### config.mk
export PLATFORM = sky130hd
export DESIGN_NAME = axi4_lite_interconnect_1xn
export DESIGN_NICKNAME = d
export VERILOG_FILES = /design/src/rtl/axi4_lite_interconnect_1xn.sv
export SDC_FILE = /design/constraint.sdc
export NUM_CORES = 1
export LEC_CHECK = 0
export BUFFER_PORTS_ARGS = -buffer_cell sky130_fd_sc_hd__buf_4
export CAP_MARGIN = 20
export CORE_AREA = 8 8 172 174
export CTS_CLUSTER_SIZE = 12
export DETAILED_ROUTE_END_ITERATION = 7
export DIE_AREA = 0 0 180 182
export HOLD_SLACK_MARGIN = 0.03
export SETUP_SLACK_MARGIN = 0.05
export SLEW_MARGIN = 20
export SYNTH_ARGS = -nofsm -noshare
export SYNTH_HDL_FRONTEND = slang
export SYNTH_SLANG_ARGS = --single-unit
### constraint.sdc
create_clock -name aclk -period 3.1 [get_ports aclk]
set_clock_uncertainty 0.2 [all_clocks]
set_input_delay 0.465 -clock aclk [delete_from_list [all_inputs] [get_ports aclk]]
set_output_delay 0.465 -clock aclk [all_outputs]
set_load 0.005 [all_outputs]
### src/rtl/axi4_lite_interconnect_1xn.sv
// AXI4-Lite 1-master to N-slave interconnect: fixed-window address decode,
// one outstanding write and one outstanding read, internal DECERR with a counter.
module axi4_lite_interconnect_1xn #(
  parameter int ADDR_WIDTH  = 32,
  parameter int DATA_WIDTH  = 32,
  parameter int NUM_SLAVES  = 4,
  parameter int SLAVE_SHIFT = 12
) (
  input  logic                             aclk,
  input  logic                             aresetn,
  input  logic [ADDR_WIDTH-1:0]            s_awaddr,
  input  logic [2:0]                       s_awprot,
  input  logic                             s_awvalid,
  output logic                             s_awready,
  input  logic [DATA_WIDTH-1:0]            s_wdata,
  input  logic [DATA_WIDTH/8-1:0]          s_wstrb,
  input  logic                             s_wvalid,
  output logic                             s_wready,
  output logic [1:0]                       s_bresp,
  output logic                             s_bvalid,
  input  logic                             s_bready,
  input  logic [ADDR_WIDTH-1:0]            s_araddr,
  input  logic [2:0]                       s_arprot,
  input  logic                             s_arvalid,
  output logic                             s_arready,
  output logic [DATA_WIDTH-1:0]            s_rdata,
  output logic [1:0]                       s_rresp,
  output logic                             s_rvalid,
  input  logic                             s_rready,
  output logic [ADDR_WIDTH-1:0]            m_awaddr,
  output logic [2:0]                       m_awprot,
  output logic [NUM_SLAVES-1:0]            m_awvalid,
  input  logic [NUM_SLAVES-1:0]            m_awready,
  output logic [DATA_WIDTH-1:0]            m_wdata,
  output logic [DATA_WIDTH/8-1:0]          m_wstrb,
  output logic [NUM_SLAVES-1:0]            m_wvalid,
  input  logic [NUM_SLAVES-1:0]            m_wready,
  input  logic [2*NUM_SLAVES-1:0]          m_bresp,
  input  logic [NUM_SLAVES-1:0]            m_bvalid,
  output logic [NUM_SLAVES-1:0]            m_bready,
  output logic [ADDR_WIDTH-1:0]            m_araddr,
  output logic [2:0]                       m_arprot,
  output logic [NUM_SLAVES-1:0]            m_arvalid,
  input  logic [NUM_SLAVES-1:0]            m_arready,
  input  logic [DATA_WIDTH*NUM_SLAVES-1:0] m_rdata,
  input  logic [2*NUM_SLAVES-1:0]          m_rresp,
  input  logic [NUM_SLAVES-1:0]            m_rvalid,
  output logic [NUM_SLAVES-1:0]            m_rready,
  output logic [15:0]                      decerr_count
);
  localparam int IDX_W = (NUM_SLAVES > 1) ? $clog2(NUM_SLAVES) : 1;
  localparam int TOP   = SLAVE_SHIFT + IDX_W;

  typedef enum logic [2:0] {W_IDLE, W_FWD, W_RESP, W_ERR, W_DEC} wstate_e;
  typedef enum logic [1:0] {R_IDLE, R_FWD, R_RESP, R_DEC} rstate_e;

  function automatic logic [IDX_W-1:0] addr_idx(input logic [ADDR_WIDTH-1:0] a);
    return a[SLAVE_SHIFT +: IDX_W];
  endfunction

  function automatic logic addr_mapped(input logic [ADDR_WIDTH-1:0] a);
    logic [ADDR_WIDTH-1:0] hi;
    hi = a >> TOP;
    return (hi == '0) && ({1'b0, a[SLAVE_SHIFT +: IDX_W]} < (IDX_W+1)'(NUM_SLAVES));
  endfunction

  // Compare against every legal index so an out-of-range index selects nothing.
  function automatic logic [NUM_SLAVES-1:0] onehot(input logic [IDX_W-1:0] idx);
    logic [NUM_SLAVES-1:0] oh;
    for (int i = 0; i < NUM_SLAVES; i++) oh[i] = (idx == IDX_W'(i));
    return oh;
  endfunction

  wstate_e                 wstate_q, wstate_d;
  rstate_e                 rstate_q, rstate_d;
  logic [ADDR_WIDTH-1:0]   awaddr_q, awaddr_d, araddr_q, araddr_d;
  logic [2:0]              awprot_q, awprot_d, arprot_q, arprot_d;
  logic [IDX_W-1:0]        wsel_q, wsel_d, rsel_q, rsel_d;
  logic                    aw_done_q, aw_done_d, w_done_q, w_done_d;
  logic                    rdy_en_q;
  logic [15:0]             decerr_q, decerr_d;

  logic [NUM_SLAVES-1:0]   wsel_oh, rsel_oh;
  logic                    sel_wready, sel_bvalid, sel_rvalid;
  logic [1:0]              sel_bresp, sel_rresp;
  logic [DATA_WIDTH-1:0]   sel_rdata;
  logic                    aw_hs, w_hs;
  logic [1:0]              dec_inc;
  logic [16:0]             dec_sum;

  assign wsel_oh      = onehot(wsel_q);
  assign rsel_oh      = onehot(rsel_q);
  assign m_awaddr     = awaddr_q;
  assign m_awprot     = awprot_q;
  assign m_wdata      = s_wdata;
  assign m_wstrb      = s_wstrb;
  assign m_araddr     = araddr_q;
  assign m_arprot     = arprot_q;
  assign decerr_count = decerr_q;
  assign aw_hs        = |(m_awvalid & m_awready);
  assign w_hs         = |(m_wvalid & m_wready);

  always_comb begin
    sel_wready = |(m_wready & wsel_oh);
    sel_bvalid = |(m_bvalid & wsel_oh);
    sel_rvalid = |(m_rvalid & rsel_oh);
    sel_bresp  = '0;
    sel_rresp  = '0;
    sel_rdata  = '0;
    for (int i = 0; i < NUM_SLAVES; i++) begin
      if (wsel_oh[i]) sel_bresp = m_bresp[2*i +: 2];
      if (rsel_oh[i]) begin
        sel_rresp = m_rresp[2*i +: 2];
        sel_rdata = m_rdata[DATA_WIDTH*i +: DATA_WIDTH];
      end
    end
  end

  always_ff @(posedge aclk or negedge aresetn) begin
    if (!aresetn) begin
      wstate_q <= W_IDLE;
      rstate_q <= R_IDLE;
    end else begin
      wstate_q <= wstate_d;
      rstate_q <= rstate_d;
    end
  end

  always_ff @(posedge aclk or negedge aresetn) begin
    if (!aresetn) begin
      rdy_en_q  <= 1'b0;
      awaddr_q  <= '0;
      awprot_q  <= '0;
      wsel_q    <= '0;
      aw_done_q <= 1'b0;
      w_done_q  <= 1'b0;
      araddr_q  <= '0;
      arprot_q  <= '0;
      rsel_q    <= '0;
      decerr_q  <= '0;
    end else begin
      rdy_en_q  <= 1'b1;
      awaddr_q  <= awaddr_d;
      awprot_q  <= awprot_d;
      wsel_q    <= wsel_d;
      aw_done_q <= aw_done_d;
      w_done_q  <= w_done_d;
      araddr_q  <= araddr_d;
      arprot_q  <= arprot_d;
      rsel_q    <= rsel_d;
      decerr_q  <= decerr_d;
    end
  end

  // Write next-state and AW latch
  always_comb begin
    wstate_d  = wstate_q;
    awaddr_d  = awaddr_q;
    awprot_d  = awprot_q;
    wsel_d    = wsel_q;
    aw_done_d = aw_done_q;
    w_done_d  = w_done_q;
    case (wstate_q)
      W_IDLE: if (s_awvalid && s_awready) begin
        awaddr_d  = s_awaddr;
        awprot_d  = s_awprot;
        wsel_d    = addr_idx(s_awaddr);
        aw_done_d = 1'b0;
        w_done_d  = 1'b0;
        wstate_d  = addr_mapped(s_awaddr) ? W_FWD : W_ERR;
      end
      W_FWD: begin
        if (aw_hs) aw_done_d = 1'b1;
        if (w_hs)  w_done_d  = 1'b1;
        if ((aw_done_q || aw_hs) && (w_done_q || w_hs)) wstate_d = W_RESP;
      end
      W_RESP:  if (s_bvalid && s_bready) wstate_d = W_IDLE;
      W_ERR:   if (s_wvalid) wstate_d = W_DEC;
      W_DEC:   if (s_bready) wstate_d = W_IDLE;
      default: wstate_d = W_IDLE;
    endcase
  end

  always_comb begin
    s_awready = rdy_en_q && (wstate_q == W_IDLE);
    s_wready  = 1'b0;
    s_bvalid  = 1'b0;
    s_bresp   = '0;
    m_awvalid = '0;
    m_wvalid  = '0;
    m_bready  = '0;
    case (wstate_q)
      W_FWD: begin
        m_awvalid = aw_done_q ? '0 : wsel_oh;
        m_wvalid  = (w_done_q || !s_wvalid) ? '0 : wsel_oh;
        s_wready  = !w_done_q && sel_wready;
      end
      W_RESP: begin
        s_bvalid = sel_bvalid;
        s_bresp  = sel_bresp;
        m_bready = s_bready ? wsel_oh : '0;
      end
      W_ERR: s_wready = 1'b1;
      W_DEC: begin
        s_bvalid = 1'b1;
        s_bresp  = 2'b11;
      end
      default: ;
    endcase
  end

  // Read next-state and AR latch
  always_comb begin
    rstate_d = rstate_q;
    araddr_d = araddr_q;
    arprot_d = arprot_q;
    rsel_d   = rsel_q;
    case (rstate_q)
      R_IDLE: if (s_arvalid && s_arready) begin
        araddr_d = s_araddr;
        arprot_d = s_arprot;
        rsel_d   = addr_idx(s_araddr);
        rstate_d = addr_mapped(s_araddr) ? R_FWD : R_DEC;
      end
      R_FWD:   if (|(m_arvalid & m_arready)) rstate_d = R_RESP;
      R_RESP:  if (s_rvalid && s_rready) rstate_d = R_IDLE;
      R_DEC:   if (s_rready) rstate_d = R_IDLE;
      default: rstate_d = R_IDLE;
    endcase
  end

  always_comb begin
    s_arready = rdy_en_q && (rstate_q == R_IDLE);
    s_rvalid  = 1'b0;
    s_rdata   = '0;
    s_rresp   = '0;
    m_arvalid = '0;
    m_rready  = '0;
    case (rstate_q)
      R_FWD: m_arvalid = rsel_oh;
      R_RESP: begin
        s_rvalid = sel_rvalid;
        s_rdata  = sel_rdata;
        s_rresp  = sel_rresp;
        m_rready = s_rready ? rsel_oh : '0;
      end
      R_DEC: begin
        s_rvalid = 1'b1;
        s_rresp  = 2'b11;
      end
      default: ;
    endcase
  end

  // Write and read DECERRs may retire in the same cycle, so add up to 2.
  always_comb begin
    dec_inc  = {1'b0, (wstate_q == W_DEC) && s_bready} + {1'b0, (rstate_q == R_DEC) && s_rready};
    dec_sum  = {1'b0, decerr_q} + {15'd0, dec_inc};
    decerr_d = dec_sum[16] ? 16'hFFFF : dec_sum[15:0];
  end

endmodule

# Word-level counts from Yosys, hierarchy flattened
# Cells that the tools add are included.
# word_totals
ff_bits	98
in_bits	277
output_inout_bits	183
wordCells	124
# classes
n_addsub	2
eq_ne	24
n_mux	46
bitwise_logic	6
n_reduce_logical	34
# ops
operator	n
$mux 32	5
$logic_not 32->1	2
$mux 4	9
$mux 2	14
$and 4x4->4	6
$reduce_or 4->1	6
$ne 2x2->1 const B	11
$add 16x2->17	1
$mux 16	1
$mux 3	5
$pmux 3 s5	1
$eq 2x2->1 const B	6
$logic_and 1x1->1	10
$pmux 1 s2	5
$pmux 2 s2	2
$pmux 2 s4	1
$eq 2x1->1 const B	3
$eq 3x2->1 const B	2
$logic_not 2->1	3
$reduce_and 3->1	2
$reduce_and 5->1	1
$reduce_and 2->1	2
$reduce_and 4->1	1
$eq 3x1->1 const B	1
7 further kinds	12

# Logic depth before layout (Yosys ltp)
# Gate-level depths: netlist of the first run.
# depth
ltp_word	10
depth_mapped	10
ltp_nobuf	7

# Least setup slack after synthesis of the first run
# Ideal clock, no wire load.
# synth_path
kind	register -> register
startpoint	register wstate_q[0]
endpoint	register decerr_q[14] (netlist: decerr_count[14])
setup_time_ns	0.125
t_arrival_ns	2.112
required_ns	2.775
path_slack_ns	0.663
stages_incl_launch_ff	10
n_path_buf	2
period_less_slack_ns	2.437
cell_sequence	dfrtp_1 > buf_2 > nor2b_1 > nor2b_1 > fa_1 > ha_1 > clkbuf_1 > nand4_1 > nor2_1 > mux2_2
# synth_between
elab_chain_len	5
# synth_lines
element	line_no	rtl
start, declared	74	wstate_e wstate_q, wstate_d;
start signal, assigned	124	wstate_q <= wstate_d;
$eq 3x3->1	257	dec_inc = {1'b0, (wstate_q == W_DEC) && s_bready} + {1'b0, (rstate_q == R_DEC) && s_rready};
$logic_and 1x1->1	257	
$add 1x1->2	257	
$add 16x2->17	258	dec_sum = {1'b0, decerr_q} + {15'd0, dec_inc};
$mux 16	259	decerr_d = dec_sum[16] ? 16'hFFFF : dec_sum[15:0];
via decerr_d[14]	81	logic [15:0] decerr_q, decerr_d;
end signal, assigned	151	decerr_q <= decerr_d;
end, declared	81	
# The timed path passes the listed nets, and every way through them passes these cells.
# A chain may end at the register's enable or synchronous reset.

==> flow_summary.json, run 1 <==
{
  "hpwl_um": 21400,
  "final_util_pct": 33.9,
  "route.detailed.drc": 0,
  "async_flop_share_pct": 100,
  "first_iter_violations": 181,
  "htree_levels": 3,
  "synthCells": 457,
  "tns_ns": 0,
  "synth_area_leader_cell": "dfrtp_1",
  "fp.dieW_um": 180,
  "fin_ws_ns": 0.317,
  "synth_top_area_share_pct": 41.1,
  "stdcell_area_um2": 9040,
  "synth.avg_cell_area_um2": 12.5,
  "antenna_found_initial": 0,
  "maxSlewHeadroom_pct": 55.4,
  "clock_latency_ns": 0.36,
  "core_um2": 26700,
  "grt.total_usage_pct": 14.8,
  "grt_pass1_wl_um": 36700,
  "ant_nets": 0,
  "area_growth_pct": 57.9,
  "start_kind": "register",
  "ir_drop_v": 0.000369,
  "yosysMostFrequentCell": "dfrtp_1",
  "portBuffers": 387,
  "grt_pass1_vias": 5524,
  "dpl_cell_area_um2": 8730,
  "ys_top_cells_by_count": "94 x dfrtp_1, 44 x mux2_2, 40 x mux4_2, 39 x buf_4, 37 x nor2b_1",
  "clkTransAtPathRegs_ns": 0.07,
  "post-place-ws_ns": 0.286,
  "nFillCells": 2712,
  "power_density_nw_per_um2": 840,
  "root_buffer": "clkbuf_16",
  "cp_data_arrival_time_ns": 2.12,
  "synth-edff-count": 0,
  "period_needed_ns": 2.78,
  "cts_setup_buffers": 0,
  "rsz0062_at_grt": "no",
  "ff_latch_area_um2": 2350,
  "clockBufferDepth": 2,
  "wire_per_inst_um": 22.0,
  "path_class": "reg2out",
  "rrSetupSlack_ns": 0.37,
  "worst_slew_pin_slew_ns": 0.669,
  "wirelength_um": 25300,
  "routabilityCongestion": 0.859,
  "fin_crit_sh_pct": 89.8,
  "status": "finished clean",
  "yosysWarningCount": 0,
  "grt_max_degree": 58,
  "cp-end-kind": "output pin",
  "fin_hold_ws_ns": 0.116,
  "rows": 60,
  "drive_gt1_share_pct": 65.8,
  "dr.pass1.iters": 5,
  "nNetsFinal": 1080,
  "hold_class": "in2reg",
  "netlist_top_cells_area": "dfrtp_1 41%, mux4_2 16%, mux2_2 8.7%",
  "seq_area_frac_synth_pct": 41.1,
  "synth_area_um2": 5730,
  "start_util_pct": 21.5,
  "crit_fanout": 31,
  "synthFlopType": "dfrtp_1",
  "synth_cell_types": 46,
  "fmax_mhz": 359,
  "dp_cells": 1130,
  "cts_sinks": 94,
  "synth-seq-cells": 94,
  "vias_per_cell": 4.48,
  "worstPathRequired_ns": 2.43,
  "postCtsHoldBufs": 1,
  "finalMaxSlewViolations": 0,
  "io-pin-count": 460,
  "die_y_um": 182,
  "hold_viol": 0,
  "power_mw": 7.60,
  "setup_violations": 0,
  "cts-resized-gates": 0,
  "p_leak_nw": 4.35,
  "cts_tree": "yes",
  "gr-total-overflow": 0,
  "die-area_um2": 32800,
  "diodes": 0,
  "maxCapViolations": 0,
  "vias": 5144,
  "numCtsBuffers": 9,
  "final-instance-count-excl-fill": 1147,
  "multi_input_area_um2": 2950,
  "synth_nets": 736
}
[cell usage in the layout, fill, tap and decap left out, types with 2 or more instances in the layout]
cell	n
buf_4	394
dfrtp_1	92
mux2_2	44
mux4_2	40
nor2b_1	37
mux2_4	28
nand2_1	26
nor2_1	21
nand2b_1	13
nor4_1	11
clkbuf_16	9
a21oi_1	8
nor3_1	8
nand3_1	8
nand4_1	6
and3_1	5
xnor2_1	5
xor2_1	5
o21a_1	3
inv_8	3
inv_1	2
and4_1	2
nor3b_1	2
a211oi_1	2
mux2i_1	2
o2bb2ai_1	2
clkinv_4	2
dfrtp_2	2
buf_12	2
[power by group]
group | switching [mW] | internal (mW) | total (mW)
Clock | 0.568 | 0.576 | 1.14
Sequential | 0.445 | 1.76 | 2.20
Combinational | 1.71 | 2.54 | 4.25
Total | 2.73 | 4.87 | 7.60
[flip-flops by register name (all words and copies together) (netlist names)]
name          flops
wstate_q          3
aw_done_q         1
m_awaddr         32
m_araddr         32
m_awprot          3
rdy_en_q          1
m_arprot          3
decerr_count     16
rstate_q          2
w_done_q          1
[worst max-delay path, cell delays in order (launching register included)]
cell	delay (ns)
dfrtp_2	0.57
buf_12	0.30
mux4_2	0.55
nor2b_1	0.15
buf_4	0.17
[path summary, 6_finish.rpt]
check	from	end	depth (start not counted)
max	m_araddr[12]	s_rdata[11]	4
min	s_bready	wstate_q[2]	2
max reg2reg	wstate_q[1]	decerr_count[8]	7
min reg2reg	m_araddr[3]	m_araddr[3]	1
max in group asynchronous	aresetn	decerr_count[0]	3
min in group asynchronous	aresetn	m_awaddr[13]	2
[cells by family after synthesis]
group	Yosys count	synth area share, %
AND/OR/NAND/NOR	145	14.1
multiplexers	114	32.1
flip-flops	94	41.1
buffers and inverters	66	7.58
AO/OA/AOI/OAI	25	3.02
XOR/XNOR	10	1.53
adder cells (fa/ha/maj)	2	0.568
other	1	0.0655
[layer usage]
layer / global-route usage [%] / vias to the layer above / wire (µm) / share of wire [%]
li1: - / 2322 / - / -
met1: 16.5 / 2528 / 9860 / 39
met2: 26.2 / 279 / 12700 / 50
met3: 6.11 / 15 / 2410 / 9.5
met4: 3.30 / 0 / 263 / 1.0
met5: 0 / - / 0 / 0
[final cells by class]
cell class              count  share of cell area [%]
clock buffers               9                    2.49
flip-flops and latches     94                    26.0
clock inverters             7                   0.830
well taps                 341                    4.72
repair buffers            397                    33.3
multi-input cells         297                    32.6
inverters                   2                  0.0830
No activity file was read; power rests on OpenSTA's default activity.
==> run 2: changes to the inputs <==
Settings changed: CORE_AREA 8 8 172 174 to 8 8 170 172, DIE_AREA 0 0 180 182 to 0 0 178 180, PLACE_DENSITY_LB_ADDON set to 0.08.
==> flow_summary.json, run 2 (synthesized netlist as in run 1, its figures left out) <==
{
  "antenna_found_initial": 1,
  "grt_pass1_wl_um": 37100,
  "final_common_cell": "buf_4",
  "ir_drop_v": 0.000353,
  "hold_class": "in2reg",
  "drive_gt1_share_pct": 65.7,
  "vias": 5125,
  "gr-total-overflow": 0,
  "start_util_pct": 21.7,
  "hold_viol": 0,
  "cp-end-kind": "output pin",
  "r2r-end": "decerr_count[8]",
  "worst_slew_pin_slew_ns": 0.721,
  "ff_latch_area_um2": 2350,
  "root_buffer": "clkbuf_16",
  "worstHoldStart": "s_awvalid",
  "whs_endpoint": "w_done_q",
  "rrSetupSlack_ns": 0.50,
  "core_um2": 26400,
  "cp_data_arrival_time_ns": 2.08,
  "period_needed_ns": 2.74,
  "crit_fanout": 12,
  "maxCapViolations": 0,
  "die_y_um": 180,
  "fp.dieW_um": 178,
  "die-area_um2": 32000,
  "tns_ns": 0,
  "worstPathRequired_ns": 2.43,
  "ff2ff_path_depth": 7,
  "clockBufferDepth": 2,
  "io-pin-count": 460,
  "fmax_mhz": 365,
  "clock_latency_ns": 0.35,
  "ant_nets": 0,
  "nFillCells": 2712,
  "p_leak_nw": 4.39,
  "area_growth_pct": 59.3,
  "finalMaxSlewViolations": 0,
  "r2r-start": "wstate_q[2]",
  "cts_sinks": 94,
  "dr.pass1.iters": 4,
  "vias_per_cell": 4.46,
  "setup_violations": 0,
  "routabilityCongestion": 0.845,
  "grt_max_degree": 54,
  "status": "finished clean",
  "portBuffers": 387,
  "grt.total_usage_pct": 15.3,
  "mostFrequentLayoutCells": "396 x buf_4, 93 x dfrtp_1, 44 x mux2_2, 40 x mux4_2, 37 x nor2b_1",
  "htree_levels": 3,
  "power_density_nw_per_um2": 854,
  "multi_input_area_um2": 2950,
  "nNetsFinal": 1083,
  "post-place-ws_ns": 0.318,
  "cts_tree": "yes",
  "first_iter_violations": 140,
  "numCtsBuffers": 9,
  "grt_pass1_vias": 5784,
  "fin_ws_ns": 0.358,
  "hpwl_um": 21500,
  "rows": 60,
  "hold_depth": 2,
  "rsz0062_at_grt": "no",
  "start_kind": "register",
  "wire_per_inst_um": 22.2,
  "power_mw": 7.79,
  "route.detailed.drc": 0,
  "clkTransAtPathRegs_ns": 0.07,
  "path_class": "reg2out",
  "fin_crit_sh_pct": 88.5,
  "wirelength_um": 25600,
  "maxSlewHeadroom_pct": 52.0
}
run 2: through the flow:
| stage | utilization [%] | hold slack, ns | instance area, µm² | std cells |
|---|---|---|---|---|
| 6_report | 34.6 | 0.123 | 9120 | 1150 |
| 5_1_grt | 34.6 | 0.117 | 9120 | 1150 |
| 4_1_cts | 34.6 | 0.0969 | 9120 | 1149 |
| 3_5_place_dp | 33.3 | 0.293 | 8770 | 1133 |
| 3_3_place_gp | 33.3 | 0.293 | 8770 | 1133 |
| 2_1_floorplan | - | -0.0306 | 5730 | 457 |
run 2: power breakdown:
part           internal [mW]  switching, mW  total, mW
Combinational           2.58           1.73       4.31
Sequential              1.76          0.425       2.18
Clock                  0.793          0.503       1.30
Total                   5.13           2.66       7.79
run 2: repair_timing:
action / 4_1_cts / 5_1_grt
setup buffers: 0 / 0
hold buffers: 1 / 0
hold endpoints to repair: 52 / 0
resized for setup: 0 / 0
run 2: critical path, cell delays in order, from the launching register on:
cell and delay, ns:
dfrtp_2 0.59, buf_4 0.33, mux4_2 0.53, nor2b_1 0.14
buf_4 0.15
run 2: routing by layer:
metal | GRT usage (%) | part of all wire (%) | vias to the layer above
met3 | 6.35 | 12 | 18
met5 | 0 | 0 | -
li1 | - | - | 2324
met2 | 27.1 | 51 | 272
met1 | 16.6 | 37 | 2511
met4 | 3.70 | 1.4 | 0
run 2: worst max-delay path by stage:
stage                 start               end  cells after the start
3_3_place_gp       s_bready   decerr_count[8]                      8
2_1_floorplan   wstate_q[0]  decerr_count[14]                      9
4_1_cts        m_araddr[12]       s_rdata[12]                      4
3_5_place_dp       s_bready   decerr_count[1]                      8
6_report       m_araddr[12]       s_rdata[18]                      4
5_1_grt        m_araddr[12]       s_rdata[11]                      4
run 2: area by class of cell:
cell class	instances	share of cell area, %
clock inverters	6	1.29
repair buffers	400	33.4
well taps	341	4.68
diodes	1	0.0274
inverters	2	0.0823
multi-input cells	297	32.3
flip-flops and latches	94	25.8
clock buffers	9	2.47
==> run 3: changes to the inputs <==
Settings changed: CORE_AREA 8 8 170 172 to 8 8 174 176, DIE_AREA 0 0 178 180 to 0 0 182 184.
Clock period 3.1 ns to 2.33 ns, I/O delays scaled along.
==> flow_summary.json, run 3 (synthesized netlist as in run 1, its figures left out) <==
{
  "failed_checks": "negative setup slack",
  "numCtsBuffers": 9,
  "status": "finished, violations left",
  "power_mw": 11.3,
  "clock_latency_ns": 0.34,
  "p_leak_nw": 4.94,
  "wirelength_um": 26400,
  "crit_slowest_cell": "mux4_2",
  "maxSlewHeadroom_pct": 63.4,
  "post-place-ws_ns": 0.114,
  "rrSetupSlack_ns": 0.20,
  "io-pin-count": 460,
  "wire_per_inst_um": 21.2,
  "clkTransAtPathRegs_ns": 0.07,
  "path_class": "reg2out",
  "routabilityCongestion": 0.820,
  "hold_viol": 0,
  "finalMaxSlewViolations": 0,
  "worst_slew_pin_slew_ns": 0.550,
  "gr-total-overflow": 0,
  "crit_top_cell": "buf_6",
  "vias": 5450,
  "path_cells": "buf_6, buf_16, mux4_2, nor2b_4, buf_6",
  "max_stage_delay_ns": 0.51,
  "hold_class": "in2reg",
  "antenna_found_initial": 0,
  "portBuffers": 387,
  "power_density_nw_per_um2": 1100,
  "first_iter_violations": 170,
  "final-instance-count-excl-fill": 1247,
  "fin_crit_sh_pct": 103,
  "rsz0062_at_grt": "yes",
  "r2r-start": "wstate_q[1]",
  "die_y_um": 184,
  "cts_sinks": 94,
  "fp.dieW_um": 182,
  "fin_ws_ns": -0.0606,
  "period_needed_ns": 2.39,
  "worstPathRequired_ns": 1.78,
  "start_kind": "register",
  "route.detailed.drc": 0,
  "maxCapViolations": 0,
  "vias_per_cell": 4.37,
  "cp_data_arrival_time_ns": 1.84,
  "core_um2": 27500,
  "cts_tree": "yes",
  "crit_fanout": 7,
  "grt_pass1_vias": 6249,
  "setup_violations": 34,
  "start_util_pct": 20.8,
  "dr.pass1.iters": 4,
  "htree_levels": 3,
  "drive_gt1_share_pct": 66.6,
  "dp_cells": 1149,
  "ir_drop_v": 0.000466,
  "hpwl_um": 21000,
  "grt.total_usage_pct": 14.9,
  "final_common_cell": "buf_4",
  "grt_max_degree": 95,
  "r2r-end": "decerr_count[14]",
  "area_growth_pct": 80.5,
  "worstHoldStart": "s_araddr[17]",
  "die-area_um2": 33500,
  "hold_depth": 2,
  "nNetsFinal": 1174,
  "fin_hold_ws_ns": 0.0509,
  "root_buffer": "clkbuf_16",
  "grt_pass1_wl_um": 38400,
  "ant_nets": 0,
  "cp-end-kind": "output pin",
  "fmax_mhz": 418,
  "rows": 61,
  "mostFrequentLayoutCells": "389 x buf_4, 91 x dfrtp_1, 64 x dlygate4sd3_1, 44 x mux2_2, 40 x mux4_2",
  "clockBufferDepth": 2,
  "ff2ff_path_depth": 7,
  "whs_endpoint": "m_araddr[17]"
}
## run 3: cell count changes in the layout (fill, tap and decap cells not counted), moves of 3 or more
cell and delta:
dlygate4sd3_1 +63, buf_6 +29, nor2b_1 -24, nor2b_4 +17, buf_4 -7, nor2b_2 +7
buf_16 +3, bufinv_16 -3, nand2_1 -3, nor3_1 -3, nor3_2 +3
## run 3: cell type report
cell class / instances / area, µm²
Antenna cell: 1 / 2.50
Tap cell: 346 / 433
Sequential cell: 94 / 2360
Inverter: 2 / 7.51
Fill cell: 2710 / 17100
Clock buffer: 9 / 225
Multi-Input combinational cell: 297 / 3150
Clock inverter: 7 / 67.6
Timing Repair Buffer: 491 / 4090
## run 3: worst max-delay path by stage
| stage | startpoint | endpoint | slack [ns] |
|---|---|---|---|
| after CTS | m_araddr[12] | s_rdata[12] | -0.09 |
| after floorplan | wstate_q[0] | decerr_count[14] | 0.06 |
| after global placement | s_bready | decerr_count[4] | 0.13 |
| final | m_araddr[12] | s_rdata[2] | -0.06 |
| after detailed placement | s_bready | decerr_count[1] | 0.11 |
| after global routing | m_araddr[12] | s_rdata[15] | -0.14 |
## run 3: metal layers
| layer | share of wire, % | track usage [%] | up-vias | wire [µm] |
|---|---|---|---|---|
| met5 | 0 | 0 | - | 0 |
| met4 | 2.3 | 5.31 | 0 | 599 |
| met3 | 8.9 | 5.89 | 22 | 2350 |
| met2 | 53 | 27.2 | 289 | 14000 |
| met1 | 36 | 15.2 | 2635 | 9490 |
| li1 | - | - | 2504 | - |
## run 3: metrics by stage
step / setup TNS, ns / utilization, % / cell area [µm²]
after floorplan: 0 / - / 5740
after detailed placement: 0 / 32.3 / 8860
after global routing: -3.77 / 37.6 / 10300
after global placement: 0 / 32.3 / 8860
final: -1.19 / 37.6 / 10300
after CTS: -2.40 / 36.4 / 9990
## run 3: worst max-delay path: cells and delay by family (launching register included)
family                 cells  cell delay (ns)
AND/OR/NAND/NOR            1             0.14
buffers and inverters      3             0.42
multiplexers               1             0.51
flip-flops                 1             0.42
## run 3: power breakdown
group | leakage, nW | internal [mW] | switching, mW | total, mW
Sequential | 1.15 | 2.34 | 0.518 | 2.86
Clock | 0.139 | 0.752 | 0.727 | 1.48
Combinational | 3.65 | 4.29 | 2.69 | 6.99
## run 3: repair_timing
action | in CTS | in global routing
hold endpoints to repair | 157 | 0
resized for setup | 17 | 72
endpoints found under the setup margin | 45 | 50
pin swaps | 3 | 5
gates cloned | 3 | 1
buffers inserted | 8 | 5
hold buffers | 64 | 0
